==> config.mk <==
export PLATFORM = sky130hd
export DESIGN_NAME = imem_load_ctrl
export DESIGN_NICKNAME = d
export VERILOG_FILES = /design/src/rtl/imem_load_ctrl.sv
export SDC_FILE = /design/constraint.sdc
export NUM_CORES = 1
export LEC_CHECK = 0
export CAP_MARGIN = 30
export CORE_ASPECT_RATIO = 1.75
export CORE_UTILIZATION = 55
export DETAILED_ROUTE_END_ITERATION = 8
export PLACE_DENSITY = 0.86
export SETUP_SLACK_MARGIN = 0.2
export SLEW_MARGIN = 30
export SYNTH_ARGS = -nofsm -noshare
export SYNTH_HDL_FRONTEND = slang
export SYNTH_SLANG_ARGS = --single-unit
==> constraint.sdc <==
create_clock -name clk -period 4.2 [get_ports clk]
set_input_delay 0.84 -clock clk [delete_from_list [all_inputs] [get_ports clk]]
set_output_delay 0.84 -clock clk [all_outputs]
set_load 0.03 [all_outputs]
==> src/rtl/imem_load_ctrl.sv <==
`default_nettype none
// ============================================================================
//  Module      : imem_load_ctrl
//  Description : Streams host words into the byte-wide instruction memory as
//                big-endian byte writes, holding the CPU stalled while loading.
//  Revision    : 1.0  initial release
// ============================================================================
module imem_load_ctrl #(
    parameter int WORD_LEN       = 32,
    parameter int MEM_CELL_SIZE  = 8,
    parameter int INSTR_MEM_SIZE = 1024,
    parameter int CNT_W          = 16,
    parameter int ADDR_W         = $clog2(INSTR_MEM_SIZE)
) (
    input  logic                     clk,
    input  logic                     rst,
    input  logic                     load_start,
    input  logic [ADDR_W-1:0]        load_base,
    input  logic [CNT_W-1:0]         load_count,
    input  logic                     abort,
    input  logic                     in_valid,
    input  logic [WORD_LEN-1:0]      in_data,
    output logic                     in_ready,
    output logic                     mem_we,
    output logic [ADDR_W-1:0]        mem_addr,
    output logic [MEM_CELL_SIZE-1:0] mem_wdata,
    output logic                     cpu_stall,
    output logic                     busy,
    output logic                     done,
    output logic                     err,
    output logic [CNT_W-1:0]         words_written
);

    localparam int c_BYTES  = WORD_LEN / MEM_CELL_SIZE;
    localparam int c_BIDX_W = $clog2(c_BYTES);
    localparam int c_EXT_W  = CNT_W + ADDR_W + 2;

    localparam logic [c_BIDX_W-1:0] c_LAST_BYTE = c_BIDX_W'(c_BYTES - 1);
    localparam logic [c_EXT_W-1:0]  c_MEM_SIZE  = c_EXT_W'(INSTR_MEM_SIZE);

    typedef enum logic [1:0] {
        S_IDLE = 2'd0,
        S_WAIT = 2'd1,
        S_WR   = 2'd2,
        S_DONE = 2'd3
    } state_t;

    state_t                r_state;
    state_t                w_state_nxt;

    logic [ADDR_W-1:0]     r_ptr;
    logic [CNT_W-1:0]      r_remaining;
    logic [CNT_W-1:0]      r_words;
    logic [WORD_LEN-1:0]   r_shift;
    logic [c_BIDX_W-1:0]   r_byte;
    logic                  r_done_imm;
    logic                  r_err;

    logic                  w_start_ok;
    logic                  w_start_zero;
    logic                  w_start_bad;
    logic                  w_accept;
    logic                  w_byte_wr;
    logic                  w_word_done;
    logic                  w_abort;
    logic                  w_misaligned;
    logic                  w_oob;
    logic [c_EXT_W-1:0]    w_end_addr;

    // End address is computed wide enough that a huge count can never wrap
    // back into range.
    assign w_end_addr   = c_EXT_W'(load_base) + (c_EXT_W'(load_count) << c_BIDX_W);
    assign w_oob        = (w_end_addr > c_MEM_SIZE);
    assign w_misaligned = (load_base[c_BIDX_W-1:0] != '0);

    always_ff @(posedge clk or negedge rst) begin
        if (!rst) begin
            r_state <= S_IDLE;
        end else begin
            r_state <= w_state_nxt;
        end
    end

    always_comb begin
        w_state_nxt  = r_state;
        w_start_ok   = 1'b0;
        w_start_zero = 1'b0;
        w_start_bad  = 1'b0;
        w_accept     = 1'b0;
        w_byte_wr    = 1'b0;
        w_word_done  = 1'b0;
        w_abort      = 1'b0;
        in_ready     = 1'b0;
        mem_we       = 1'b0;
        busy         = 1'b0;
        cpu_stall    = 1'b0;

        case (r_state)
            S_IDLE: begin
                if (load_start) begin
                    if (load_count == '0) begin
                        w_start_zero = 1'b1;
                    end else if (w_misaligned || w_oob) begin
                        w_start_bad = 1'b1;
                    end else begin
                        w_start_ok  = 1'b1;
                        w_state_nxt = S_WAIT;
                    end
                end
            end
            S_WAIT: begin
                in_ready  = 1'b1;
                busy      = 1'b1;
                cpu_stall = 1'b1;
                if (abort) begin
                    w_abort     = 1'b1;
                    w_state_nxt = S_IDLE;
                end else if (in_valid) begin
                    w_accept    = 1'b1;
                    w_state_nxt = S_WR;
                end
            end
            S_WR: begin
                mem_we    = 1'b1;
                busy      = 1'b1;
                cpu_stall = 1'b1;
                if (abort) begin
                    w_abort     = 1'b1;
                    w_state_nxt = S_IDLE;
                end else begin
                    w_byte_wr = 1'b1;
                    if (r_byte == c_LAST_BYTE) begin
                        w_word_done = 1'b1;
                        w_state_nxt = (r_remaining == CNT_W'(1)) ? S_DONE : S_WAIT;
                    end
                end
            end
            S_DONE: begin
                busy        = 1'b1;
                cpu_stall   = 1'b1;
                w_state_nxt = S_IDLE;
            end
            default: begin
                w_state_nxt = S_IDLE;
            end
        endcase
    end

    // Datapath: pointer, word shifter and bookkeeping counters.
    always_ff @(posedge clk or negedge rst) begin
        if (!rst) begin
            r_ptr       <= '0;
            r_remaining <= '0;
            r_words     <= '0;
            r_shift     <= '0;
            r_byte      <= '0;
            r_done_imm  <= 1'b0;
            r_err       <= 1'b0;
        end else begin
            r_done_imm <= w_start_zero;
            r_err      <= w_start_bad | w_abort;

            if (w_start_ok) begin
                r_ptr       <= load_base;
                r_remaining <= load_count;
                r_words     <= '0;
            end

            if (w_accept) begin
                r_shift <= in_data;
                r_byte  <= '0;
            end

            if (w_byte_wr) begin
                r_ptr   <= r_ptr + ADDR_W'(1);
                r_shift <= r_shift << MEM_CELL_SIZE;
                r_byte  <= r_byte + c_BIDX_W'(1);
            end

            if (w_word_done) begin
                r_words     <= r_words + CNT_W'(1);
                r_remaining <= r_remaining - CNT_W'(1);
            end
        end
    end

    // Address/data are forced to zero outside WR so the memory bus idles clean.
    assign mem_addr      = (r_state == S_WR) ? r_ptr : '0;
    assign mem_wdata     = (r_state == S_WR) ? r_shift[WORD_LEN-1 -: MEM_CELL_SIZE] : '0;
    assign done          = r_done_imm | (r_state == S_DONE);
    assign err           = r_err;
    assign words_written = r_words;

endmodule
`default_nettype wire

==> Word-level counts from Yosys, hierarchy flattened <==
Cells that the tools add are included.
{ "op_classes": {"n_addsub": 5, "magnitude_cmp": 1, "n_eq_ne": 10, "muxes": 45, "n_bitwise": 2, "reduce_logical": 10} }
{ "op_table": {"columns": ["operator", "count"], "rows": [
  ["2-to-1 mux 16 bit", 4],
  ["2-to-1 mux 32 bit", 2],
  ["2-to-1 mux 10 bit", 3],
  ["2-to-1 mux 1 bit", 24],
  ["2-to-1 mux 2 bit", 10],
  ["adder 10 x 18 -> 19 bit", 1],
  ["> comparator 19 x 11 -> 1 bit, second input constant", 1],
  ["adder 16 x 1 -> 16 bit, second input constant", 1],
  ["equality test 16 x 1 -> 1 bit, second input constant", 1],
  ["logical NOT 16 bit", 1],
  ["subtractor 16 x 1 -> 16 bit, second input constant", 1],
  ["adder 10 x 1 -> 10 bit, second input constant", 1],
  ["2-to-1 mux 8 bit", 1],
  ["case mux 2 bit (4 select lines)", 1],
  ["nonzero test 2 bit", 4],
  ["equality test 2 bit, second input constant", 3],
  ["!= test 2 bit, second input constant", 3],
  ["!= test 3 bit, second input constant", 2],
  ["AND reduction 5 bit", 1],
  ["OR reduction 3 bit", 1],
  ["adder 2 x 1 -> 2 bit, second input constant", 1],
  ["equality test 2 x 1 -> 1 bit, second input constant", 1],
  ["logical NOT 2 bit", 1],
  ["bitwise OR 1 bit", 2],
  ["other kinds (2)", 2]
]} }
{ "word_totals": {"regBits": 80, "inputBits": 63, "output_inout_bits": 40, "wordCells": 81} }

==> Logic depth before layout (Yosys ltp) <==
{ "logic_depth": {"word_depth": 9, "mapped_depth": 12, "ltp_nobuf": 10} }

==> Worst setup path before layout <==
Ideal clock, no wire load.
{ "synth_timing": {"path_type": "input -> register", "from": "in load_base[2]", "to": "reg r_ptr[2]", "setup_ps": 123, "t_arrival_ps": 3240, "t_required_ps": 4077, "setup_slack_ps": 837, "path_stages": 10, "n_path_buf": 0, "path_cell_list": "ha_1 > fa_1 > a211oi_1 > o211ai_1 > a211oi_1 > nand2b_1 > a32oi_1 > nor4_2 > nand2_1 > o221a_2"} }
{ "synth_via": {"elab_chain_cells": 8, "word_cells_on_any_way": 10, "cone_classes": "add/sub (1); order compare (1); mux (6); reduce/logical (2)"} }
{ "synth_lines": {"columns": ["item", "line", "text"], "rows": [
  ["start, declared", "18", "input logic [ADDR_W-1:0] load_base,"],
  ["adder 10 x 18 -> 19 bit", "72", "assign w_end_addr = c_EXT_W'(load_base) + (c_EXT_W'(load_count) << c_BIDX_W);"],
  ["> comparator 19 x 11 -> 1 bit", "73", "assign w_oob = (w_end_addr > c_MEM_SIZE);"],
  ["logical OR 1 bit", "103", "end else if (w_misaligned || w_oob) begin"],
  ["2-to-1 mux 1 bit", "103", null],
  ["2-to-1 mux 1 bit", "101", "if (load_count == '0) begin"],
  ["2-to-1 mux 1 bit", "100", "if (load_start) begin"],
  ["2-to-1 mux 1 bit", "98", "case (r_state)"],
  ["nonzero test 2 bit (no source line)", null, null],
  ["end signal, assigned", "164", "r_ptr <= load_base;"],
  ["end signal, assigned", "175", "r_ptr <= r_ptr + ADDR_W'(1);"],
  ["end, declared", "51", "logic [ADDR_W-1:0] r_ptr;"]
]} }
Several ways; a longest one is shown, not always the timed one. The select of a mux whose other input is x is not followed.
A chain may end at the register's enable or synchronous reset.

==> Final worst setup path <==
{ "layout_timing": {"from": "in load_base[2]", "to": "reg r_ptr[3]"} }
{ "layout_via": {"elab_chain_cells": 8} }
{ "layout_lines": {"columns": ["item", "line"], "rows": [
  ["adder 10 x 18 -> 19 bit", "72"],
  ["> comparator 19 x 11 -> 1 bit", "73"],
  ["logical OR 1 bit", "103"],
  ["2-to-1 mux 1 bit", "103"],
  ["2-to-1 mux 1 bit", "101"],
  ["2-to-1 mux 1 bit", "100"],
  ["2-to-1 mux 1 bit", "98"],
  ["nonzero test 2 bit (no source line)", null]
]} }
No other way between the ends.

==> reports/metrics.csv <==
metric,value,unit
drcViolationCount,0,
cts_root_buf,clkbuf_16,
final_cell_count_no_fill,765,
regArea,2000,um^2
cp_common_cell,buf_4,
synth_cells,529,
synth_async_sr_flop_share,100,%
slowest_stage,clkdlybuf4s50_1,
die_area,8940,um^2
cap_viol_max_count,0,
grt_pass1_vias,4498,
dpl_worst_slack,-84.2,ps
numCtsBuffers,9,
num_rows,44,
num_antenna_cells,0,
clock.fmax,0.261,GHz
cts_sinks,80,
overflow,0,
cts_tree,built,
avgSynthCellArea,8.89,um^2
internal_power,0.00200,W
finalWirelength,13900,um
avgRoutedWirePerCell,18.1,um
ir_drop,0.458,mV
hp-class,flip-flop to flip-flop,
clk-insertion-delay-late,340,ps
worstSetupPathType,primary input to flip-flop,
synth_nets,611,
synth_edf_count,0,
clockPowerShare,28.1,%
fillers,578,
layout_common_cells,"clkdlybuf4s50_1 (101), dfrtp_1 (80), nor2_1 (70)",
grt_pass1_wl,21900,um
antenna_found_initial,0,
rsz0062_at_grt,true,
clockBufferDepth,2,
power_switching,0.00107,W
ant_nets,0,
initial_utilization,56.6,%
report.final.hold_viol_count,0,
vias_per_cell,6.03,
yosys_warnings,0,
pwr_density_cell,484,nW/um^2
skew,9.75,ps
netlist-cell-type-count,55,
die_w,71.9,um
swShare,34.9,%
seq_area_frac_synth,42.6,%
pwr-share-comb,34.5,%
slew-limit-headroom,40.1,%
multiInputGateArea,2520,um^2
drive_gt1_share,9.08,%
clk_pin_slew,60,ps
gp_congestion,0.961,
ios,103,
io_buffers,102,
stdcell_area,6340,um^2
cp_max_fo,6,
crit_required,4430,ps
min_period_over_period,91.3,%
worstSetupStartpointType,primary input,
dp.cells,746,
grt_max_degree,81,
period_needed,3830,ps
cts-htree-levels,3,
core_area,8310,um^2
nNetsFinal,727,
slew_violations,0,
hold-worst-slack,484,ps
dr_total_vias,4616,
worstPathArrival,4060,ps
grt_use_total,31.9,%
seqPwrFrac,37.3,%
tightest_slew,896,ps
ys_ff_latch,80,
syn_area,4700,um^2
finalSetupTns,0,ps
cpPeakStageDelay,430,ps
placed_area,5960,um^2
setup_viol,0,
syn_to_final_growth,34.8,%
cp-end-kind,flip-flop,
drt_iter0_drc,290,
leakage,2.81,nW
setup_ws,365,ps
die_y,124,um
layout_commonest_cell,clkdlybuf4s50_1,
status,completed,
drtPass1Iterations,7,
place_hpwl,9790,um
yosys_most_used_dff,dfrtp_1,
cp_cell_sequence,clkdlybuf4s50_1 -> ha_1 -> fa_1 -> a211oi_1 -> buf_4 -> o211ai_1 -> a31oi_1 -> nand2b_1 -> a32oi_2 -> nor4_4 -> buf_4 -> buf_4 -> a311o_1 -> a21o_1,
-- kinds of logic (layout without fill, tap and decap cells) --
logic type / Yosys count / count (layout) / share of synthesized area [%]
AND/OR/NAND/NOR: 212 / 212 / 22.1
AO/OA/AOI/OAI: 163 / 163 / 23.6
flip-flops: 80 / 80 / 42.6
buffers and inverters: 43 / 164 / 4.07
adder cells (fa/ha/maj): 19 / 19 / 5.22
XOR/XNOR: 6 / 6 / 1.12
multiplexers: 6 / 6 / 1.33
-- what timing repair did --
action	4_1_cts	5_1_grt
setup buffers	0	3
hold buffers	0	0
endpoints found under the setup margin	0	29
hold endpoints to repair	0	0
gates resized for setup	0	2
-- flip-flops by register name, indices dropped and copies added (netlist names) --
signal,cells
r_shift,32
r_remaining,16
words_written,16
r_ptr,10
r_byte,2
r_state,2
err,1
r_done_imm,1
-- through the flow --
step | utilization [%] | power, W
floorplan | - | 0.00180
global placement | 71.7 | 0.00215
detailed placement | 71.7 | 0.00218
CTS | 75.8 | 0.00307
global route | 76.3 | 0.00322
finish | 76.3 | 0.00307
-- synthesized netlist by cell type, types with 4 or more instances --
cell / count / area share, %
nor2_1: 70 / 5.6
dfrtp_1: 80 / 43
o21a_1: 15 / 2.4
nand2b_1: 8 / 1.1
inv_1: 15 / 1.2
nand2_1: 38 / 3.0
xnor2_1: 4 / 0.75
a21oi_1: 43 / 4.6
o22ai_1: 26 / 3.5
ha_1: 18 / 4.8
o21ai_0: 15 / 1.6
a31oi_1: 13 / 1.7
and2_1: 20 / 2.7
nor3_1: 18 / 1.9
and3_1: 18 / 2.4
mux2i_1: 4 / 0.85
nand3_1: 16 / 1.7
a211o_1: 7 / 1.3
a22o_1: 11 / 2.0
clkbuf_1: 21 / 1.7
nor4_1: 7 / 0.93
a21o_1: 6 / 0.96
-- critical path: cells and delay by family --
| family | cells | cell delay [ps] |
|---|---|---|
| AOI/OAI and AO/OA | 6 | 1480 |
| adders and majority gates | 2 | 660 |
| buffers and inverters | 4 | 910 |
| and+or+nand+nor | 2 | 150 |
-- routing by layer --
metal / vias to the layer above / wire [um] / GRT usage, %
li1: 2161 / - / -
met1: 2233 / 5120 / 34.9
met2: 184 / 7440 / 57.2
met3: 38 / 650 / 5.18
met4: 0 / 663 / 17.2
met5: - / 0 / 0
-- final cells by class --
cell class | count | area share, %
clock buffer | 12 | 4.05
clock inverter | 4 | 1.20
inverter | 15 | 0.888
multi-input combinational | 406 | 39.8
sequential | 80 | 31.6
tap | 115 | 2.27
timing repair buffer | 133 | 20.2
-- path summary, 6_finish.rpt --
path | start | end | slack (ps) | cells past startpoint
worst max-delay path | load_base[2] | r_ptr[3] | 370 | 14
worst min-delay path | r_remaining[15] | r_remaining[15] | 480 | 1
worst max register to register | r_state[0] | r_remaining[7] | 940 | 8
worst min register to register | r_remaining[15] | r_remaining[15] | 480 | 1
max in group asynchronous | rst | r_shift[30] | 3170 | 1
min in group asynchronous | rst | words_written[7] | 530 | 1
-- power groups by stage --
| stage | sequential [W] | combinational [W] | clock (W) |
|---|---|---|---|
| finish | 0.00115 | 0.00106 | 0.000863 |
| CTS | 0.00114 | 0.00106 | 0.000870 |
| floorplan | 0.00113 | 0.000672 | 0 |
| global route | 0.00117 | 0.00115 | 0.000898 |
| detailed placement | 0.00114 | 0.00104 | 0 |
| global placement | 0.00113 | 0.00101 | 0 |
Note: power is estimated with default switching activity, not from simulation.
